===== src/rtl/nr2w_req_stage.sv =====
// nr2w_req_stage: request staging in front of the nR2W/1R1W multiport core.
// Client bundles (2 writes + NUMRDPT reads) are sanitised, buffered in a
// small FIFO and issued to the core one per cycle whenever the core is ready.
module nr2w_req_stage #(
  parameter int WIDTH   = 32,
  parameter int NUMRDPT = 2,
  parameter int NUMADDR = 8192,
  parameter int BITADDR = 13,
  parameter int FIFODEP = 4,
  parameter int BITFDEP = 2
) (
  input  logic                       clk,
  input  logic                       rst,
  input  logic                       cl_vld,
  output logic                       cl_rdy,
  input  logic [1:0]                 cl_write,
  input  logic [2*BITADDR-1:0]       cl_wr_adr,
  input  logic [2*WIDTH-1:0]         cl_din,
  input  logic [NUMRDPT-1:0]         cl_read,
  input  logic [NUMRDPT*BITADDR-1:0] cl_rd_adr,
  input  logic                       ready,
  output logic [1:0]                 write,
  output logic [2*BITADDR-1:0]       wr_adr,
  output logic [2*WIDTH-1:0]         din,
  output logic [NUMRDPT-1:0]         read,
  output logic [NUMRDPT*BITADDR-1:0] rd_adr,
  output logic [BITFDEP:0]           fifo_cnt,
  output logic [15:0]                oor_cnt,
  output logic [15:0]                wcol_cnt
);

  localparam logic [BITFDEP:0]   DEPTH_C = (BITFDEP+1)'(FIFODEP);
  localparam logic [BITFDEP:0]   ONE_C   = (BITFDEP+1)'(1);
  localparam logic [BITFDEP-1:0] PONE_C  = BITFDEP'(1);
  localparam int unsigned        NADDR   = NUMADDR;

  // Address legality check against the core's populated address range.
  function automatic logic in_range(input logic [BITADDR-1:0] adr);
    return 32'(adr) < NADDR;
  endfunction

  // 16-bit saturating accumulate for the debug counters.
  function automatic logic [15:0] sat_add16(input logic [15:0] a, input logic [7:0] n);
    logic [16:0] s;
    s = {1'b0, a} + 17'(n);
    return s[16] ? 16'hFFFF : s[15:0];
  endfunction

  logic [1:0]         wr_en_p0;
  logic [NUMRDPT-1:0] rd_en_p0;
  logic [7:0]         oor_n_p0;
  logic               wcol_p0;
  logic               vld_p0;
  logic               vld_p1;
  logic               empty;

  logic [BITFDEP-1:0] wr_ptr;
  logic [BITFDEP-1:0] rd_ptr;

  logic [1:0]                 mem_write  [FIFODEP];
  logic [2*BITADDR-1:0]       mem_wr_adr [FIFODEP];
  logic [2*WIDTH-1:0]         mem_din    [FIFODEP];
  logic [NUMRDPT-1:0]         mem_read   [FIFODEP];
  logic [NUMRDPT*BITADDR-1:0] mem_rd_adr [FIFODEP];

  // Ready is held low through reset so nothing is accepted while clearing.
  assign cl_rdy = rst & (fifo_cnt != DEPTH_C);
  assign empty  = (fifo_cnt == '0);
  assign vld_p0 = cl_vld & cl_rdy;
  assign vld_p1 = ready & ~empty;

  // Sanitise the incoming bundle: drop out-of-range ops, then let port 1 win a same-address double write.
  always_comb begin
    wr_en_p0 = cl_write;
    rd_en_p0 = cl_read;
    oor_n_p0 = 8'd0;
    wcol_p0  = 1'b0;
    for (int p = 0; p < 2; p++) begin
      if (cl_write[p] && !in_range(cl_wr_adr[p*BITADDR +: BITADDR])) begin
        wr_en_p0[p] = 1'b0;
        oor_n_p0    = oor_n_p0 + 8'd1;
      end
    end
    for (int r = 0; r < NUMRDPT; r++) begin
      if (cl_read[r] && !in_range(cl_rd_adr[r*BITADDR +: BITADDR])) begin
        rd_en_p0[r] = 1'b0;
        oor_n_p0    = oor_n_p0 + 8'd1;
      end
    end
    if (wr_en_p0[0] && wr_en_p0[1] &&
        (cl_wr_adr[0 +: BITADDR] == cl_wr_adr[BITADDR +: BITADDR])) begin
      wr_en_p0[0] = 1'b0;
      wcol_p0     = 1'b1;
    end
  end

  // Bundle storage; contents are only meaningful between the pointers, so no reset.
  always_ff @(posedge clk) begin
    if (vld_p0) begin
      mem_write[wr_ptr]  <= wr_en_p0;
      mem_wr_adr[wr_ptr] <= cl_wr_adr;
      mem_din[wr_ptr]    <= cl_din;
      mem_read[wr_ptr]   <= rd_en_p0;
      mem_rd_adr[wr_ptr] <= cl_rd_adr;
    end
  end

  // FIFO pointers and occupancy; full/empty come from the count.
  always_ff @(posedge clk or negedge rst) begin
    if (!rst) begin
      wr_ptr   <= '0;
      rd_ptr   <= '0;
      fifo_cnt <= '0;
    end else begin
      if (vld_p0) wr_ptr <= wr_ptr + PONE_C;
      if (vld_p1) rd_ptr <= rd_ptr + PONE_C;
      case ({vld_p0, vld_p1})
        2'b10:   fifo_cnt <= fifo_cnt + ONE_C;
        2'b01:   fifo_cnt <= fifo_cnt - ONE_C;
        default: fifo_cnt <= fifo_cnt;
      endcase
    end
  end

  // Drop counters, advanced only for accepted bundles and saturating at all-ones.
  always_ff @(posedge clk or negedge rst) begin
    if (!rst) begin
      oor_cnt  <= '0;
      wcol_cnt <= '0;
    end else if (vld_p0) begin
      oor_cnt <= sat_add16(oor_cnt, oor_n_p0);
      if (wcol_p0) wcol_cnt <= sat_add16(wcol_cnt, 8'd1);
    end
  end

  // Core-facing registers: load the head on pop, otherwise idle the enables and keep addresses/data.
  always_ff @(posedge clk or negedge rst) begin
    if (!rst) begin
      write  <= '0;
      read   <= '0;
      wr_adr <= '0;
      din    <= '0;
      rd_adr <= '0;
    end else if (vld_p1) begin
      write  <= mem_write[rd_ptr];
      read   <= mem_read[rd_ptr];
      wr_adr <= mem_wr_adr[rd_ptr];
      din    <= mem_din[rd_ptr];
      rd_adr <= mem_rd_adr[rd_ptr];
    end else begin
      write <= '0;
      read  <= '0;
    end
  end

endmodule


===== config.mk =====
export PLATFORM = sky130hd
export DESIGN_NAME = nr2w_req_stage
export DESIGN_NICKNAME = d
export VERILOG_FILES = /design/src/rtl/nr2w_req_stage.sv
export SDC_FILE = /design/constraint.sdc
export NUM_CORES = 1
export LEC_CHECK = 0
export ABC_AREA = 1
export CORE_UTILIZATION = 40
export CTS_CLUSTER_SIZE = 40
export DETAILED_ROUTE_END_ITERATION = 10
export GPL_TIMING_DRIVEN = 0
export PLACE_DENSITY_LB_ADDON = 0.12
export SLEW_MARGIN = 20
export SYNTH_ARGS = -nofsm -noshare
export SYNTH_HDL_FRONTEND = slang
export SYNTH_SLANG_ARGS = --single-unit

===== constraint.sdc =====
create_clock -name clk -period 8.4 [get_ports clk]
set_clock_uncertainty 0.1 [all_clocks]
set_input_delay 2.1 -clock clk [delete_from_list [all_inputs] [get_ports clk]]
set_output_delay 2.1 -clock clk [all_outputs]
set_load 0.01 [all_outputs]

# Word level (Yosys, flattened, before mapping)

Memory sizes are Yosys's and may differ from the RTL's. A register that Yosys moved wholly into a read port is not among the register bits.
Index checks and enable logic that the tools add are counted.

Bitwise operators: 4
Equality and inequality tests: 4
Reduce and logical (&&, ||, !) cells: 8
Muxes and demuxes: 8
Add/subtract/negate cells: 5

Operators by type and width:

| cell                    | count |
|---|---|
| $add A16 B1 Y17 const B | 1 |
| $mux W16                | 1 |
| $eq A13 B13 Y1          | 1 |
| $pmux W3 S2             | 1 |
| $add A2 B1 Y2 const B   | 2 |
| $mux W1                 | 4 |
| $mux W2                 | 2 |
| $add A3 B1 Y3 const B   | 1 |
| $and A1 B1 Y1           | 3 |
| $logic_not A1 Y1        | 3 |
| $logic_not A3 Y1        | 1 |
| $ne A3 B3 Y1 const B    | 1 |
| $sub A3 B1 Y3 const B   | 1 |
| $eq A2 B1 Y1 const B    | 1 |
| $eq A2 B2 Y1 const B    | 1 |
| $logic_and A1 B1 Y1     | 2 |
| $reduce_and A2 Y1       | 1 |
| $reduce_bool A2 Y1      | 1 |
| $not A1 Y1              | 1 |

Memories kept: 5
Bits in registers: 27
RAM bits: 480
Output and inout bits: 156
Word-level logic and storage cells: 40
Input bits: 124

Memory list:

| memory     | depth | bits a word | rd ports | clocked after memory_dff | write ports | line | source |
|---|---|---|---|---|---|---|---|
| mem_din    | 4     | 64          | 1        | 1                        | 1           | 62   | `logic [2*WIDTH-1:0] mem_din [FIFODEP];` |
| mem_rd_adr | 4     | 26          | 1        | 1                        | 1           | 64   | `logic [NUMRDPT*BITADDR-1:0] mem_rd_adr [FIFODEP];` |
| mem_wr_adr | 4     | 26          | 1        | 1                        | 1           | 61   | `logic [2*BITADDR-1:0] mem_wr_adr [FIFODEP];` |
| mem_read   | 4     | 2           | 1        | 0                        | 1           | 63   | `logic [NUMRDPT-1:0] mem_read [FIFODEP];` |
| mem_write  | 4     | 2           | 1        | 0                        | 1           | 60   | `logic [1:0] mem_write [FIFODEP];` |

# Depth between registers and ports, before layout

Depth after elaboration: 5
Gate-level depth with buffers: 12
Depth with buffers taken out: 11

# Least setup slack after synthesis

No wires, ideal clock.

Path kind: in2reg
Start: input port rst
End: memory mem_din[0][0] (netlist name), enable pin
Path buffers: 0
Stages on the path: 3
Setup slack: 0.259 ns
Setup time: 0.601 ns
Arrival: 7.440 ns
Required time: 7.699 ns
Path through: a21boi_4 -> nand2_4 -> nor2_1

Longest elaborated chain between the ends: 4

Ends and longest elaborated chain:

| item                          | line | source |
|---|---|---|
| from (decl)                   | 13   | `input logic rst,` |
| $and A1 B1 Y1                 | 67   | `assign cl_rdy = rst & (fifo_cnt != DEPTH_C);` |
| $and A1 B1 Y1                 | 69   | `assign vld_p0 = cl_vld & cl_rdy;` |
| $mux W1                       | 99   | `if (vld_p0) begin` |
| $mux W1 (not written as such) | 102  | `mem_din[wr_ptr] <= cl_din;` |
| to (decl)                     | 62   |  |

Every way passes these cells.

# Worst setup path in the final report

Start: input port rst
End: output port cl_rdy

Longest elaborated chain between the ends: 1

Ends and longest elaborated chain:

| item          | line | source |
|---|---|---|
| $and A1 B1 Y1 | 67   |  |
| to (decl)     | 15   | `output logic cl_rdy,` |

Every way passes these cells.

==> results.py <==
metrics = {
    "drt": {
        "vias_per_cell": 5.027,
        "drtPass1Iterations": 4,
        "wl_met2_mm": 31.98,
        "drt-met1-wl_mm": 28.30,
        "top_layer": "met5",
        "drt_iter0_markers": 1012,
        "wirelength_mm": 66.29,
        "vias": 16110,
        "postRouteAntennaNets": 0,
        "met3_length_mm": 4.361,
        "post_drt_wl_per_cell_um": 20.68,
        "drc_errors": 0,
    },
    "sta": {
        "period_share_pct": 68.41,
        "clock.fmax_mhz": 174.0,
        "grt_setup_unrepaired": "false",
        "worst_pin_slew_ns": 0.7260,
        "hold_viol_final": 0,
        "setup_ws_ns": 2.653,
        "slew_headroom_pct": 51.60,
        "setup_violations": 0,
        "slew_violations": 0,
        "min_period_ns": 5.747,
    },
    "placed_design": {
        "hpwl_mm": 42.80,
        "portBuffers": 263,
        "dp_slack_ns": 2.560,
        "placedCellCount": 3074,
        "place_congestion": 0.8470,
    },
    "synthesis": {
        "async_flop_share_pct": 22.95,
        "yosys.area.top_type": "edfxtp_1",
        "synth_area_leaders": "edfxtp_1 59%, dfrtp_1 15%, nor2_1 9.9%, o21ai_0 4.6%, a31oi_1 3.0%",
        "synthCells": 1993,
        "yosysUniqueCellTypes": 34,
        "syn_area_mm2": 0.02426,
        "ys_ff_latch": 623,
        "ys.flop_type": "edfxtp_1",
        "yosys_warnings": 0,
        "synth_edf_count": 480,
        "ys_seq_area_share_pct": 74.15,
        "syn_area_per_cell_um2": 12.17,
        "yosys.area.top_type_share_pct": 59.41,
    },
    "clocking": {
        "cts_made_buffers": 70,
        "clk_latency_ns": 0.59,
        "root_buffer": "clkbuf_16",
        "cts.sinks": 623,
        "htreeDepth": 3,
        "cts_resized": 0,
        "path_clk_slew_ns": 0.06,
        "clockBufferDepth": 3,
        "holdBufCountCts": 0,
        "postCtsSetupBuffers": 0,
        "cts_tree": "done",
    },
    "floorplan": {
        "start_util_pct": 40.80,
        "coreArea_mm2": 0.05946,
        "die_y_um": 248.3,
        "ios": 280,
        "die_w_um": 248.3,
        "die_area_mm2": 0.06165,
        "core.rowCount": 89,
    },
    "final_layout": {
        "ff_latch_area_mm2": 0.01799,
        "multi_input_area_mm2": 0.005348,
        "nets": 2504,
        "stdcell_count": 3205,
        "drive_above_1_share_pct": 9.638,
        "fillers": 5098,
        "area_growth_pct": 27.61,
    },
    "setup_path": {
        "critical_path_class": "in -> out",
        "endpoint_kind": "output pin",
        "arrival_ns": 3.55,
        "crit_start": "rst",
        "crit_fanout": 65,
        "startpoint_type": "input port",
        "cp.required_ns": 6.20,
        "r2r_start": "fifo_cnt[2]",
        "reg2reg_depth": 12,
    },
    "global_routing": {
        "grt_max_degree": 66,
        "grt_pass1_wl_mm": 98.52,
        "overflow": 0,
        "grt_pass1_vias": 16160,
        "grt.total_usage_pct": 21.72,
        "antenna_found_initial": 7,
    },
    "power": {
        "leakage_nw": 11.32,
        "ir_drop_v": 0.0001521,
        "power_density_mw_per_mm2": 339.2,
    },
    "min_path": {
        "min_delay_path_depth": 2,
        "worst_hold_startpoint": "mem_rd_adr[1][13]",
        "holdCritPathClass": "reg -> reg",
    },
    "outcome": {
        "status": "finished, final reports clean",
    },
    "run": {
        "maxCapViolations": 0,
    },
}
[report_power, final]
part           switching [mW]  internal [mW]  total [mW]
Sequential              0.259           3.89        4.15
Combinational            2.04           1.35        3.39
Clock                    1.20           1.77        2.97
Total                    3.49           7.01        10.5
[critical path: stages]
cell	delay [ns]
buf_8	0.23
buf_16	0.33
a21boi_4	0.28
clkdlybuf4s50_1	0.59
[Yosys cell counts (2+ instances only)]
cell type / count
nand3_1: 26
nor2_2: 8
buf_2: 41
dfrtp_1: 143
a31oi_1: 116
inv_1: 70
inv_2: 3
nand2_1: 94
buf_1: 3
o21ai_0: 224
a21oi_1: 6
nor2_1: 637
edfxtp_1: 480
o21ai_1: 24
nand2_2: 3
ha_1: 6
buf_6: 14
xor2_1: 10
nand4_1: 5
buf_4: 25
clkbuf_1: 41
nand2_4: 2
[kinds of logic (layout without fill, tap and decap cells)]
logic type | Yosys count | after routing | share of synthesized area [%]
compound gates | 372 | 372 | 8.339
xor+xnor | 11 | 11 | 0.3971
fa+ha+maj | 7 | 7 | 0.3919
buf+inv | 200 | 620 | 4.162
flops | 623 | 623 | 74.15
other cells | 1 | 20 | 0.01546
simple gates | 779 | 779 | 12.54
[stage by stage]
stage / util, % / TNS, ns / hold slack (ns) / cell area, um2 / power [mW]
detailed placement: 48.30 / 0 / 0.4182 / 28720 / 7.656
floorplan: - / 0 / 0.4003 / 24320 / 5.948
finish: 52.07 / 0 / 0.4321 / 30960 / 10.50
global route: 52.06 / 0 / 0.4513 / 30960 / 11.10
global placement: 46.95 / -6122.30 / 0.4099 / 27920 / 7.576
CTS: 52.05 / 0 / 0.4191 / 30950 / 10.64
[per-layer routing]
| layer | GRT usage, % | up-vias |
|---|---|---|
| met1 | 28.80 | 7865 |
| met4 | 7.801 | 8 |
| met3 | 4.945 | 104 |
| met5 | 0 | - |
| li1 | - | 7672 |
| met2 | 34.98 | 461 |
[flip-flops by register name, indices dropped and copies added, names as in the netlist, 8 cells and up]
signal	count
rd_adr	26
mem_rd_adr	104
wr_adr	26
mem_din	256
mem_wr_adr	104
mem_read	8
wcol_cnt	16
mem_write	8
din	64
[placed cells by master, fill, tap and decap left out, types with 7 or more instances in the layout]
cell             count
buf_4               25
nor2_1             633
inv_1               70
o21ai_0            224
clkbuf_8             7
o21ai_1             24
a31oi_1            116
nand2_1             94
nand3_1             26
clkbuf_16           72
buf_16              22
buf_6               14
conb_1              16
edfxtp_1           480
buf_12               8
clkdlybuf4s50_1    262
buf_2               41
dfrtp_1            143
xor2_1              10
nor2_2               8
clkbuf_1            66
[path summary, 6_finish.rpt]
kind / to / slack, ns
worst min-delay path: rd_adr[13] / 0.43
worst max register to register: fifo_cnt[2] / 5.74
worst min register to register: rd_adr[13] / 0.43
worst max-delay path: cl_rdy / 2.65
min in group asynchronous: fifo_cnt[2] / 1.26
max in group asynchronous: din[37] / 6.22
[area by class of cell]
cell class	instances	share of cell area [%]
clock inverter	23	0.7759
multi-input combinational	1185	17.27
tap	773	3.124
sequential	623	58.11
antenna	4	0.03233
buffer	125	2.328
inverter	75	0.9335
timing repair buffer	293	10.99
clock buffer	104	6.433
No activity file was read; power rests on OpenSTA's default activity.
